===== src/rtl/ahb_apb_splitter.sv =====
// AHB-Lite slave front end: splits each AHB transfer into APB-width beats over a req/done handshake.
// Optional define AHB_BRIDGE_ALIGN_CHECK_EN: oversize or misaligned transfers get an ERROR response.
module ahb_apb_splitter #(
    parameter int AHB_AW = 32,
    parameter int AHB_DW = 32,
    parameter int APB_DW = 8
) (
    input  logic              HCLK,
    input  logic              HRESETn,
    input  logic              i_HSEL,
    input  logic [AHB_AW-1:0] i_HADDR,
    input  logic [1:0]        i_HTRANS,
    input  logic              i_HWRITE,
    input  logic [2:0]        i_HSIZE,
    input  logic [AHB_DW-1:0] i_HWDATA,
    input  logic              i_HREADY,
    output logic              o_HREADYOUT,
    output logic              o_HRESP,
    output logic [AHB_DW-1:0] o_HRDATA,
    output logic              o_req,
    output logic              o_req_write,
    output logic [AHB_AW-1:0] o_req_addr,
    output logic [APB_DW-1:0] o_req_wdata,
    input  logic              i_req_done,
    input  logic [APB_DW-1:0] i_req_rdata,
    input  logic              i_req_err
);
    localparam int AHB_BYTES = AHB_DW / 8;
    localparam int APB_BYTES = APB_DW / 8;
    localparam int LANES     = AHB_DW / APB_DW;
    localparam int LOG_AHB   = $clog2(AHB_BYTES);
    localparam int LOG_APB   = $clog2(APB_BYTES);
    localparam int CW        = $clog2(LANES + 1);

    typedef enum logic [2:0] {
        S_IDLE, S_CAPT, S_BEAT, S_LAST, S_ERR1, S_ERR2
    } state_t;

    state_t              state_q, state_d;
    logic [AHB_AW-1:0]   addr_q;
    logic                write_q;
    logic [2:0]          size_q;
    logic                bad_q;
    logic [AHB_DW-1:0]   wdata_q;
    logic [AHB_DW-1:0]   rdata_q;
    logic [CW-1:0]       cnt_q;

    logic                accept;
    logic [2:0]          size_clamp;
    logic                bad;
    logic [CW-1:0]       last_cnt;
    logic [AHB_AW-1:0]   beat_addr;
    logic [LOG_AHB-1:0]  lane;
`ifdef AHB_BRIDGE_ALIGN_CHECK_EN
    logic [AHB_AW-1:0]   align_mask;
`endif
    logic                unused_htrans0;

    assign unused_htrans0 = i_HTRANS[0];

    always_comb begin
        state_d     = state_q;
        o_HREADYOUT = 1'b0;
        o_HRESP     = 1'b0;
        o_req       = 1'b0;
        o_req_wdata = '0;

        accept = i_HSEL & i_HREADY & i_HTRANS[1] &
                 ((state_q == S_IDLE) | (state_q == S_LAST) | (state_q == S_ERR2));
        size_clamp = (i_HSIZE > 3'(LOG_AHB)) ? 3'(LOG_AHB) : i_HSIZE;
`ifdef AHB_BRIDGE_ALIGN_CHECK_EN
        align_mask = (AHB_AW'(1) << i_HSIZE) - AHB_AW'(1);
        bad = (i_HSIZE > 3'(LOG_AHB)) | (|(i_HADDR & align_mask));
`else
        bad = 1'b0;
`endif
        // Transfers no wider than one APB beat still take a single beat.
        last_cnt  = (size_q > 3'(LOG_APB)) ? CW'((1 << (size_q - 3'(LOG_APB))) - 1) : '0;
        beat_addr = addr_q + (AHB_AW'(cnt_q) << LOG_APB);
        lane      = beat_addr[LOG_AHB-1:0] >> LOG_APB;

        for (int unsigned l = 0; l < LANES; l++) begin
            if (lane == LOG_AHB'(l)) o_req_wdata = wdata_q[l*APB_DW +: APB_DW];
        end

        unique case (state_q)
            S_IDLE: begin
                o_HREADYOUT = 1'b1;
                if (accept) state_d = S_CAPT;
            end
            S_CAPT: state_d = bad_q ? S_ERR1 : S_BEAT;
            S_BEAT: begin
                o_req = 1'b1;
                if (i_req_done) begin
                    if (i_req_err)              state_d = S_ERR1;
                    else if (cnt_q == last_cnt) state_d = S_LAST;
                end
            end
            S_LAST: begin
                o_HREADYOUT = 1'b1;
                state_d     = accept ? S_CAPT : S_IDLE;
            end
            S_ERR1: begin
                o_HRESP = 1'b1;
                state_d = S_ERR2;
            end
            S_ERR2: begin
                o_HREADYOUT = 1'b1;
                o_HRESP     = 1'b1;
                state_d     = accept ? S_CAPT : S_IDLE;
            end
            default: state_d = S_IDLE;
        endcase
    end

    assign o_req_write = write_q;
    assign o_req_addr  = beat_addr;
    assign o_HRDATA    = rdata_q;

    always_ff @(posedge HCLK or negedge HRESETn) begin
        if (!HRESETn) begin
            state_q <= S_IDLE;
            addr_q  <= '0;
            write_q <= 1'b0;
            size_q  <= '0;
            bad_q   <= 1'b0;
            wdata_q <= '0;
            rdata_q <= '0;
            cnt_q   <= '0;
        end else begin
            state_q <= state_d;
            if (accept) begin
                addr_q  <= i_HADDR;
                write_q <= i_HWRITE;
                size_q  <= size_clamp;
                bad_q   <= bad;
                if (!i_HWRITE) rdata_q <= '0;
            end
            if (state_q == S_CAPT) begin
                wdata_q <= i_HWDATA;
                cnt_q   <= '0;
            end
            if ((state_q == S_BEAT) && i_req_done && !i_req_err) begin
                if (!write_q) begin
                    for (int unsigned l = 0; l < LANES; l++) begin
                        if (lane == LOG_AHB'(l)) rdata_q[l*APB_DW +: APB_DW] <= i_req_rdata;
                    end
                end
                if (cnt_q != last_cnt) cnt_q <= cnt_q + CW'(1);
            end
        end
    end
endmodule

===== config.mk =====
export PLATFORM = sky130hd
export DESIGN_NAME = ahb_apb_splitter
export DESIGN_NICKNAME = d
export VERILOG_FILES = /design/src/rtl/ahb_apb_splitter.sv
export SDC_FILE = /design/constraint.sdc
export NUM_CORES = 1
export LEC_CHECK = 0
export BUFFER_PORTS_ARGS = -buffer_cell sky130_fd_sc_hd__buf_2
export CORE_UTILIZATION = 35
export CTS_BUF_LIST = sky130_fd_sc_hd__clkbuf_8
export DETAILED_ROUTE_END_ITERATION = 16
export HOLD_SLACK_MARGIN = 0.05
export SLEW_MARGIN = 20
export SYNTH_ARGS = -nofsm -noshare
export SYNTH_HDL_FRONTEND = slang
export SYNTH_SLANG_ARGS = --single-unit

===== constraint.sdc =====
create_clock -name HCLK -period 2.34 [get_ports HCLK]
set_input_delay 0.585 -clock HCLK [delete_from_list [all_inputs] [get_ports HCLK]]
set_output_delay 0.585 -clock HCLK [all_outputs]
set_load 0.01 [all_outputs]

==> impl_metrics.env <==
export IMPL_status="finished with violations"
export IMPL_violations="negative setup slack"
export IMPL_period_share_pct=125
export IMPL_first_global_vias=4051
export IMPL_p_switching_uw=3720
export IMPL_cts_sink_count=106
export IMPL_synth_edff_count=0
export IMPL_start_util_pct=36.0
export IMPL_arrival_ps=2330
export IMPL_avgSynthCellArea_um2=12.1
export IMPL_antenna_found_initial=1
export IMPL_synthMostInstantiatedCell="dfrtp_1"
export IMPL_routed_via_density=5.07
export IMPL_synthTopCellsByCount="106 x dfrtp_1, 62 x mux2_2, 51 x nand2_1"
export IMPL_grt_pass1_wl_um=20100
export IMPL_std_cell_rows=44
export IMPL_path_cells="ha_2, inv_2, fa_2, nand2b_4, a211oi_4, buf_6, nand4_1, xnor2_2, buf_2"
export IMPL_hold_class="in2async"
export IMPL_cp_start_kind="flop"
export IMPL_ctsHtreeMaxLevel=3
export IMPL_root_buffer="clkbuf_8"
export IMPL_synth_top_area_share_pct=50.8
export IMPL_worstPathRequired_ps=1750
export IMPL_grt_overflow_total=0
export IMPL_grt_setup_unrepaired="true"
export IMPL_clkPwrFrac_pct=11.3
export IMPL_core_um2=14500
export IMPL_gp_congestion=0.814
export IMPL_fin_ws_ps=-578
export IMPL_drt_antenna_violating_nets=0
export IMPL_cts_inserted_buffers=9
export IMPL_fin_area_um2=7220
export IMPL_hold_viol=0
export IMPL_finalPower_uw=9770
export IMPL_synth_area_leaders="dfrtp_1 51%, mux2_2 13%, xnor2_1 4.4%"
export IMPL_final_util_pct=49.6
export IMPL_drc_errors=0
export IMPL_die_w_um=124
export IMPL_cp_end_kind="primary output"
export IMPL_synth_xor_area_share_pct=5.36
export IMPL_clk_pin_slew_ps=110
export IMPL_layout_drive_gt1_share_pct=56.6
export IMPL_multi_input_area_um2=2800
export IMPL_die_h_um=124
export IMPL_yosys_area_share_simple_pct=14.1
export IMPL_clock_skew_ps=8.30
export IMPL_drt_initial_drc_count=158
export IMPL_synth_fa_ha_area_share_pct=1.34
export IMPL_synth_main_ff_cell="dfrtp_1"
export IMPL_clkLatencyLatePin_ps=390
export IMPL_maxSlewHeadroom_pct=61.1
export IMPL_grt_max_degree=107
export IMPL_synthToLayoutAreaGrowth_pct=38.1
export IMPL_placed_area_um2=6510
export IMPL_fin_nets=717
export IMPL_cts_buffer_depth=2
export IMPL_ys_warnings_count=0
export IMPL_place_detailed_hpwl_um=9170
export IMPL_power_density_nw_per_um2=1350
export IMPL_critPathBufInv=3
export IMPL_vias=4145
export IMPL_yosysSeqAreaShare_pct=50.8
export IMPL_register_area_um2=2650
export IMPL_route_detailed_wl_per_inst_um=16.0
export IMPL_p_int_uw=6060
export IMPL_final_setup_viol_count=41
export IMPL_crit_family="adder cells"
export IMPL_syn_inst=433
export IMPL_synth_nets=522
export IMPL_sw_frac_of_total_pct=38.0
export IMPL_pwr_share_seq_pct=35.0
export IMPL_synth_seq_cells=106
export IMPL_first_pass_iters=4
export IMPL_track_usage_pct=17.2
export IMPL_die_area_um2=15400
export IMPL_ir_drop_v=0.000901
export IMPL_final_min_clock_period_ps=2920
export IMPL_combPwrFrac_pct=53.7
export IMPL_io_buffers=158
export IMPL_wirelength_um=13100
export IMPL_worst_pin_slew_ps=584
export IMPL_muxShareOfSynthArea_pct=17.8
export IMPL_critPathKind="reg2out"
export IMPL_slowest_stage="dfrtp_1"
export IMPL_max_cap_violations=0
export IMPL_use_met2_pct=28.5
export IMPL_timing_final_max_slew_violations=0
export IMPL_fmax_ghz=0.343
export IMPL_synth_top_family_by_area="multiplexers"
export IMPL_p_leak_uw=0.00337
export IMPL_synth_cell_type_count=54
export IMPL_cpPeakStageDelay_ps=370
export IMPL_synthesis_area_um2=5230
export IMPL_synth_top_area_cell="dfrtp_1"
export IMPL_globalRouteMet3Util_pct=5.91
export IMPL_cts_tree="done"
export IMPL_busiest_layer="met2"
export IMPL_pre_cts_ws_ps=-200
export IMPL_ios=160
export IMPL_synth_compound_area_share_pct=7.73
export IMPL_use_met1_pct=20.9
export IMPL_cp_max_fo=3
export IMPL_ys_async_sr_fraction_pct=100
export IMPL_num_fill_cells=1326
registers in the layout, summed over array words and instances, names as in the netlist:
signal	cells
o_HRDATA	32
addr_q	32
state_q	3
o_req_write	1
wdata_q	32
cnt_q	3
size_q	3
repair_timing:
action | CTS | global route
pin swaps | 30 | 44
hold buffers | 0 | 0
setup buffers | 10 | 10
endpoints found under the hold margin | 0 | 0
resized for setup | 29 | 50
gates cloned | 0 | 2
setup endpoints to repair | 48 | 46
cell families (layout without fill, tap and decap cells):
kind of cell    after synthesis  after routing
compound gates               58             58
flops                       106            106
xor+xnor                     32             32
buf+inv                      29            228
mux                          75             75
fa+ha+maj                     5              5
other cells                   0              1
simple gates                128            129
area by class of cell:
class / count / share of cell area [%]
Timing Repair Buffer: 205 / 18.3
Multi-Input combinational cell: 299 / 38.8
Antenna cell: 1 / 0.0347
Inverter: 7 / 0.364
Clock inverter: 7 / 0.815
Sequential cell: 106 / 36.8
Tap cell: 184 / 3.19
Clock buffer: 9 / 1.72
cell usage in the layout, fill, tap and decap left out, types with 10 or more instances in the layout:
cell type	n
dfrtp_1	106
xnor2_2	16
nand4_1	13
nand2_1	44
mux2_2	62
buf_2	149
xnor2_1	10
o2bb2ai_1	15
buf_4	30
buf_6	20
worst paths after layout:
check                                             start                 endpoint  slack, ps  cells after the start
min in group HCLK                           i_HADDR[28]   addr_q[28]$_DFFE_PN0N_        410                      2
worst min-delay path                            HRESETn   addr_q[16]$_DFFE_PN0N_        250                      2
worst max-delay path                 cnt_q[0]$_DFF_PN0_           o_req_addr[18]       -580                      9
worst max register to register       cnt_q[0]$_DFF_PN0_   o_HRDATA[22]$_DFF_PN0_        -10                     11
max in group asynchronous                       HRESETn  wdata_q[24]$_DFFE_PN0P_       1650                      2
worst min register to register  wdata_q[14]$_DFFE_PN0P_  wdata_q[14]$_DFFE_PN0P_        520                      1
per-layer routing:
metal | vias to the layer above | part of all wire [%]
met5 | - | 0.069
li1 | 1942 | -
met2 | 134 | 50
met3 | 17 | 6.8
met1 | 2050 | 42
met4 | 2 | 1.1
metrics by stage:
step	cells	hold slack [ps]	setup TNS, ps
floorplan	433	289	-447
global placement	781	485	-1400
detailed placement	781	495	-2020
CTS	807	255	-16160
global route	817	273	-21770
finish	818	247	-14660
power by group through the flow:
stage	registers (uW)	logic (uW)	clock network (uW)
after floorplan	3390	2730	0
after global placement	3360	4270	0
after detailed placement	3430	4360	0
after CTS	3400	4730	1170
after global routing	3550	5700	1240
final	3420	5250	1110
No activity file was read; power rests on OpenSTA's default activity.
